===== config.mk =====
export PLATFORM = sky130hd
export DESIGN_NAME = uart_rx_param
export DESIGN_NICKNAME = d
export VERILOG_FILES = /design/src/rtl/uart_rx_param.sv
export SDC_FILE = /design/constraint.sdc
export NUM_CORES = 1
export LEC_CHECK = 0
export ABC_AREA = 1
export CORE_MARGIN = 2
export CORE_UTILIZATION = 50
export CTS_CLUSTER_SIZE = 14
export DETAILED_ROUTE_END_ITERATION = 10
export PLACE_DENSITY = 0.8
export SLEW_MARGIN = 20
export SYNTH_ARGS = -nofsm -noshare
export SYNTH_HDL_FRONTEND = slang
export SYNTH_SLANG_ARGS = --single-unit
export TNS_END_PERCENT = 100

===== constraint.sdc =====
create_clock -name i_clk -period 1.5 [get_ports i_clk]
set_input_delay 0.45 -clock i_clk [delete_from_list [all_inputs] [get_ports i_clk]]
set_output_delay 0.45 -clock i_clk [all_outputs]
set_load 0.02 [all_outputs]

===== src/rtl/uart_rx_param.sv =====
// uart_rx_param: parametrised UART receiver with 3-sample majority vote,
// parity/framing/overrun reporting and a valid/ready output handshake.
`timescale 1ns/1ps
module uart_rx_param #(
  parameter int DATA_BITS    = 8,
  parameter int CLKS_PER_BIT = 16,
  parameter int PARITY_MODE  = 0,
  parameter int STOP_BITS    = 1
) (
  input  logic                 i_clk,
  input  logic                 i_reset,
  input  logic                 i_datain,
  output logic [DATA_BITS-1:0] o_dataout,
  output logic                 o_valid,
  input  logic                 i_ready,
  output logic                 o_parity_err,
  output logic                 o_frame_err,
  output logic                 o_overrun,
  output logic                 o_busy
);

  localparam int CW = $clog2(CLKS_PER_BIT);
  localparam int DW = (DATA_BITS > 1) ? $clog2(DATA_BITS) : 1;
  localparam logic [CW-1:0] MID       = CW'(CLKS_PER_BIT / 2);
  localparam logic [CW-1:0] LAST_CLK  = CW'(CLKS_PER_BIT - 1);
  localparam logic [DW-1:0] LAST_DATA = DW'(DATA_BITS - 1);
  localparam logic          ODD       = (PARITY_MODE == 2);
  localparam logic          LAST_STOP = (STOP_BITS == 2);

  typedef enum logic [2:0] {IDLE, START, DATA, PARITY, STOP, WAIT_IDLE} state_t;

  state_t               r_state;
  logic                 r_sync1;
  logic                 r_sync2;
  logic [2:0]           r_hist;
  logic [CW-1:0]        r_bitCnt;
  logic [DW-1:0]        r_dataCnt;
  logic                 r_stopCnt;
  logic [DATA_BITS-1:0] r_shift;
  logic                 r_perr;

  logic w_voted;
  logic w_mid;
  logic w_fall;

  assign w_voted = (r_hist[0] & r_hist[1]) | (r_hist[0] & r_hist[2]) | (r_hist[1] & r_hist[2]);
  assign w_mid   = (r_bitCnt == MID);
  assign w_fall  = r_hist[0] & ~r_sync2;

  always_ff @(posedge i_clk or negedge i_reset) begin
    if (!i_reset) begin
      r_sync1 <= 1'b1;
      r_sync2 <= 1'b1;
      r_hist  <= 3'b111;
    end else begin
      r_sync1 <= i_datain;
      r_sync2 <= r_sync1;
      r_hist  <= {r_hist[1:0], r_sync2};
    end
  end

  // A completed frame may be loaded in the same cycle the consumer takes the old
  // word; the completion assignment to o_valid overrides the handshake clear.
  always_ff @(posedge i_clk or negedge i_reset) begin
    if (!i_reset) begin
      r_state      <= IDLE;
      r_bitCnt     <= '0;
      r_dataCnt    <= '0;
      r_stopCnt    <= 1'b0;
      r_shift      <= '0;
      r_perr       <= 1'b0;
      o_dataout    <= '0;
      o_valid      <= 1'b0;
      o_parity_err <= 1'b0;
      o_frame_err  <= 1'b0;
      o_overrun    <= 1'b0;
      o_busy       <= 1'b0;
    end else begin
      o_frame_err <= 1'b0;
      o_overrun   <= 1'b0;
      if (o_valid && i_ready) o_valid <= 1'b0;
      if (r_state != IDLE) r_bitCnt <= (r_bitCnt == LAST_CLK) ? '0 : r_bitCnt + 1'b1;

      case (r_state)
        IDLE: begin
          if (w_fall) begin
            r_state  <= START;
            r_bitCnt <= '0;
            o_busy   <= 1'b1;
          end
        end
        START: begin
          if (w_mid) begin
            if (w_voted) begin
              r_state <= IDLE;
              o_busy  <= 1'b0;
            end else begin
              r_state   <= DATA;
              r_dataCnt <= '0;
              r_perr    <= 1'b0;
            end
          end
        end
        DATA: begin
          if (w_mid) begin
            r_shift <= {w_voted, r_shift[DATA_BITS-1:1]};
            if (r_dataCnt == LAST_DATA) begin
              r_dataCnt <= '0;
              r_stopCnt <= 1'b0;
              r_state   <= (PARITY_MODE != 0) ? PARITY : STOP;
            end else begin
              r_dataCnt <= r_dataCnt + 1'b1;
            end
          end
        end
        PARITY: begin
          if (w_mid) begin
            r_perr  <= (^r_shift) ^ w_voted ^ ODD;
            r_state <= STOP;
          end
        end
        STOP: begin
          if (w_mid) begin
            if (!w_voted) begin
              o_frame_err <= 1'b1;
              r_state     <= WAIT_IDLE;
            end else if (r_stopCnt == LAST_STOP) begin
              r_state <= IDLE;
              o_busy  <= 1'b0;
              if (!o_valid || i_ready) begin
                o_dataout    <= r_shift;
                o_parity_err <= r_perr;
                o_valid      <= 1'b1;
              end else begin
                o_overrun <= 1'b1;
              end
            end else begin
              r_stopCnt <= 1'b1;
            end
          end
        end
        WAIT_IDLE: begin
          if (w_voted) begin
            r_state <= IDLE;
            o_busy  <= 1'b0;
          end
        end
        default: begin
          r_state <= IDLE;
          o_busy  <= 1'b0;
        end
      endcase
    end
  end

endmodule


# Word level (Yosys, flattened, before mapping)
# Cells that the tools add are included.
[word_totals]
register_bits = 38
in_bits = 4
wordCells = 114
[classes]
n_reduce_logical = 17
muxes = 51
bitwise_logic = 10
eq_ne = 19
addsub = 2
[op_table]
columns = ["op", "n"]
rows = [
  ["$mux 3", 13],
  ["$mux 1", 28],
  ["$ne 2x2->1 const B", 10],
  ["$pmux 3 s6", 1],
  ["$mux 4", 4],
  ["$reduce_and 5->1", 2],
  ["$eq 3x3->1 const B", 3],
  ["$eq 4x4->1 const B", 2],
  ["$reduce_and 4->1", 2],
  ["$reduce_and 8->1", 1],
  ["$reduce_xor 8->1", 1],
  ["$eq 3x2->1 const B", 2],
  ["$pmux 3 s2", 1],
  ["$reduce_and 6->1", 1],
  ["$reduce_bool 2->1", 3],
  ["$pmux 1 s5", 1],
  ["$add 4x1->4 const B", 1],
  ["$and 1x1->1", 4],
  ["$pmux 1 s2", 2],
  ["$add 3x1->3 const B", 1],
  ["$eq 3x1->1 const B", 1],
  ["$logic_not 3->1", 1],
  ["$ne 3x3->1 const B", 1],
  ["$not 1->1", 3],
  ["9 further kinds", 10],
]

# Logic depth before layout (Yosys ltp)
[depth]
ltp_word = 7
mapped_depth = 10

# Worst setup path before layout
# OpenSTA, ideal clock, no wires.
[synth_path]
kind = "flip-flop to flip-flop"
from = "register r_bitCnt[0]"
to = "register o_dataout[6]"
slack_ps = 65
stages_incl_launch_ff = 9
required_time_ps = 1381
synth_period_minus_slack_ps = 1435
arrival_ps = 1316
path_cell_list = "dfrtp_1 > inv_1 > ha_1 > nand3_4 > inv_1 > nand4_4 > buf_6 > nand2_2 > o21ai_2"
[synth_between]
elab_chain_len = 2
[synth_rtl]
columns = ["item", "line_no", "rtl"]
rows = [
  ["start, declared", "36", "logic [CW-1:0] r_bitCnt;"],
  ["start signal, assigned", "82", "if (r_state != IDLE) r_bitCnt <= (r_bitCnt == LAST_CLK) ? '0 : r_bitCnt + 1'b1;"],
  ["$eq 4x4->1", "47", "assign w_mid = (r_bitCnt == MID);"],
  ["$reduce_and 5->1 (no source line)", "--", ""],
  ["end signal, assigned", "131", "o_dataout <= r_shift;"],
  ["end, declared", "13", "output logic [DATA_BITS-1:0] o_dataout,"],
]
# No other way between the ends.
# A chain may end at the register's enable or synchronous reset.

# Worst setup path after layout
[layout_path]
from = "register r_bitCnt[1]"
to = "register r_shift[7]"
[layout_between]
elab_chain_len = 2
[layout_rtl]
columns = ["item", "line_no", "rtl"]
rows = [
  ["$eq 4x4->1", "47", ""],
  ["$reduce_and 2->1 (no source line)", "--", ""],
  ["end signal, assigned", "106", "r_shift <= {w_voted, r_shift[DATA_BITS-1:1]};"],
  ["end, declared", "39", "logic [DATA_BITS-1:0] r_shift;"],
]
# No other way between the ends.

==> impl_metrics.env <==
export IMPL_result_of_the_run="complete, no violations"
export IMPL_reg2reg_depth=7
export IMPL_preCtsSetupSlack_ns=-0.0753
export IMPL_routabilityCongestion=0.867
export IMPL_finalMaxSlewViolations=0
export IMPL_achievable_frequency_mhz=670
export IMPL_synth_net_count=229
export IMPL_clock_tree_htree_level_count=2
export IMPL_total_overflow_reported_by_the_global_router=0
export IMPL_wirelength_mm=3.75
export IMPL_syn_avg_cell_area_sq_um=8.48
export IMPL_ioPinCount=17
export IMPL_grt_use_total_pct=19.1
export IMPL_route_detailed_wl_per_inst_microns=12.4
export IMPL_layout_min_cycle_time_ns=1.49
export IMPL_ctsLongestPathBuffers=2
export IMPL_critical_path_max_fanout=8
export IMPL_vdd_ir_drop_max_mv=0.751
export IMPL_setup_viol=0
export IMPL_finish_cell_count_without_fillers=303
export IMPL_areaGrowthSynthToFinish_pct=26.7
export IMPL_synth_edff_count=0
export IMPL_synth_largest_area_cell="sky130_fd_sc_hd__dfrtp_1"
export IMPL_dr_total_vias=1548
export IMPL_synth_top_cells_by_count="sky130_fd_sc_hd__nand2_1 (79), sky130_fd_sc_hd__dfrtp_1 (32), sky130_fd_sc_hd__inv_1 (25), sky130_fd_sc_hd__nand3_1 (14)"
export IMPL_final_nets=262
export IMPL_starting_density_of_the_core_pct=51.6
export IMPL_synthDistinctLibCells=28
export IMPL_maximum_number_of_pins_on_one_net_before_global_route_repair=23
export IMPL_timing_worst_setup_path_type="flip-flop to flip-flop"
export IMPL_max_slew_worst_pin_slew_ns=0.488
export IMPL_crit_path_top_delay_cell="sky130_fd_sc_hd__dfrtp_1"
export IMPL_max_cap_violations=0
export IMPL_detailedRoute_firstIterationViolations=93
export IMPL_synthDominantCellAreaShare_pct=42.7
export IMPL_r2r_slack_ns=0.006
export IMPL_synth_seq_area_share_pct=49.7
export IMPL_rsz_0062_raised_after_global_routing="yes"
export IMPL_cts_sink_cnt=37
export IMPL_layout_worst_path_cycle_share_pct=99.6
export IMPL_path_cells="inv_2, ha_4, nand3_4, or2_4, buf_12, nand2_2, o21ai_2"
export IMPL_area_of_all_placed_cells_without_fillers_sq_um=2370
export IMPL_hpwl_mm=2.59
export IMPL_core_area_sq_um=3630
export IMPL_cts_reportedPaths_clkPinSlew_ns=0.07
export IMPL_hold_slack_ns=0.115
export IMPL_total_leakage_power_nw=1.18
export IMPL_async_reset_ff_share_pct=100
export IMPL_synth_area_top_cells="sky130_fd_sc_hd__dfrtp_1 (43%), sky130_fd_sc_hd__nand2_1 (16%), sky130_fd_sc_hd__dfstp_2 (7.0%)"
export IMPL_worst_ep_arrival_time_ns=1.66
export IMPL_vias_per_cell=5.11
export IMPL_startpoint_type="flip-flop"
export IMPL_postLayoutCoreUtil_pct=65.4
export IMPL_max_slew_margin_rel_pct=67.5
export IMPL_layout_setup_ws_ns=0.00642
export IMPL_critical_path_reg2reg_endpoint="r_shift[7]"
export IMPL_r2r_start="r_bitCnt[1]"
export IMPL_port_buffers=16
export IMPL_placedCellCount=289
export IMPL_antenna_left=0
export IMPL_num_antenna_cells=0
export IMPL_worst_path_largest_cell_delay_ns=0.39
export IMPL_drc_errors=0
export IMPL_most_numerous_cell_in_the_yosys_netlist="sky130_fd_sc_hd__nand2_1"
export IMPL_syn_inst=221
export IMPL_antenna_violations_before_repair=0
export IMPL_final_setup_skew_ns=0.0113
export IMPL_cts_buffers_inserted=5
export IMPL_grt_first_pass_wirelength_mm=6.11
export IMPL_min_path_type="input pin to asynchronous set/reset pin"
export IMPL_ys_ff_latch=37
export IMPL_floorplan_die_height_microns=65.2
export IMPL_critical_path_required_ns=1.66
export IMPL_floorplan_rows=22
export IMPL_ys_dominant_reg_cell="sky130_fd_sc_hd__dfrtp_1"
export IMPL_cts_root_buffer="sky130_fd_sc_hd__clkbuf_8"
export IMPL_power_density_nw_per_um2=1160
export IMPL_floorplan_die_width_microns=65.2
export IMPL_yosys_warning_total=0
export IMPL_finalPower_mw=2.76
export IMPL_number_of_optimization_iterations_in_the_first_detailed_route_pass=4
export IMPL_clock_latency_reported_for_the_late_side_of_the_worst_skew_pair_ns=0.29
export IMPL_synthesis_area_sq_um=1870
export IMPL_first_global_vias=1434
export IMPL_setup_total_neg_slack_ns=0
export IMPL_timing_critical_path_to_type="flip-flop"
export IMPL_cts_tree="yes"
export IMPL_layout_drive_gt1_share_pct=29.8
export IMPL_dieArea_sq_um=4250
export IMPL_placed_area_sq_um=2130
export IMPL_final_hold_viols=0
[cell families (layout without fill, tap and decap cells)]
family / Yosys count / count (layout) / share of synthesized area, %
adder cells (fa/ha/maj): 4 / 4 / 2.67
multiplexers: 1 / 1 / 0.534
AO/OA/AOI/OAI: 33 / 33 / 11.4
AND/OR/NAND/NOR: 115 / 115 / 28.2
flip-flops: 37 / 37 / 49.7
buffers and inverters: 31 / 65 / 7.41
[power by group]
group | total, mW | switching, mW | internal [mW]
registers | 1.20 | 0.0936 | 1.11
clock network | 0.661 | 0.335 | 0.326
logic | 0.901 | 0.541 | 0.360
total | 2.76 | 0.969 | 1.79
[worst max-delay path by stage]
stage | start | to | cells after the start | slack, ns
2_1_floorplan | r_bitCnt[0] | o_dataout[6] | 8 | 0.07
3_3_place_gp | i_ready | o_dataout[7] | 7 | -0.06
3_5_place_dp | i_ready | o_dataout[4] | 7 | -0.08
4_1_cts | r_bitCnt[0] | r_state[0] | 9 | 0.004
5_1_grt | r_bitCnt[1] | r_shift[2] | 7 | -0.06
6_report | r_bitCnt[1] | r_shift[7] | 7 | 0.006
[registers in the layout, summed over array words and instances, names as in the netlist, 3 cells and up]
register   flops
r_hist         3
r_bitCnt       4
r_dataCnt      3
r_shift        8
r_state        3
o_dataout      8
[critical path: cells and delay by family, from the launching register on]
family,cells,cell delay (ns)
DFF,1,0.39
buffers and inverters,2,0.25
AOI/OAI and AO/OA,1,0.05
and+or+nand+nor,3,0.54
adders and majority gates,1,0.14
[what timing repair did]
| action | 4_1_cts | 5_1_grt |
|---|---|---|
| gates resized for setup | 15 | 33 |
| pin swaps | 1 | 4 |
| setup buffers | 0 | 5 |
| hold buffers | 0 | 0 |
| endpoints found under the setup margin | 14 | 23 |
| cloned | 0 | 1 |
[layer usage]
metal  vias to the layer above  global-route usage (%)  part of all wire (%)
met5                         -                       0                     0
met3                         6                    4.62                   2.4
li1                        765                       -                     -
met1                       759                    22.2                    44
met2                        18                    33.0                    52
met4                         0                    9.38                   1.7
[layout by cell type, fill, tap and decap left out, types with 6 or more instances in the layout]
cell,synthesis,layout
sky130_fd_sc_hd__nand3_1,14,13
sky130_fd_sc_hd__dlygate4sd2_1,0,13
sky130_fd_sc_hd__inv_2,3,8
sky130_fd_sc_hd__inv_1,25,20
sky130_fd_sc_hd__nand2_2,3,10
sky130_fd_sc_hd__dfrtp_1,32,31
sky130_fd_sc_hd__o21ai_2,11,15
sky130_fd_sc_hd__nand2_1,79,69
sky130_fd_sc_hd__buf_4,0,10
sky130_fd_sc_hd__nor2_1,7,6
sky130_fd_sc_hd__o21ai_1,11,6
[final cells by class]
class / instances / area (sq um)
Sequential cell: 37 / 933
Clock inverter: 1 / 5.00
Inverter: 28 / 105
Clock buffer: 7 / 76.3
Multi-Input combinational cell: 153 / 916
Tap cell: 48 / 60.1
Timing Repair Buffer: 29 / 279
Fill cell: 304 / 1260
(Power assumes the default switching activity.)
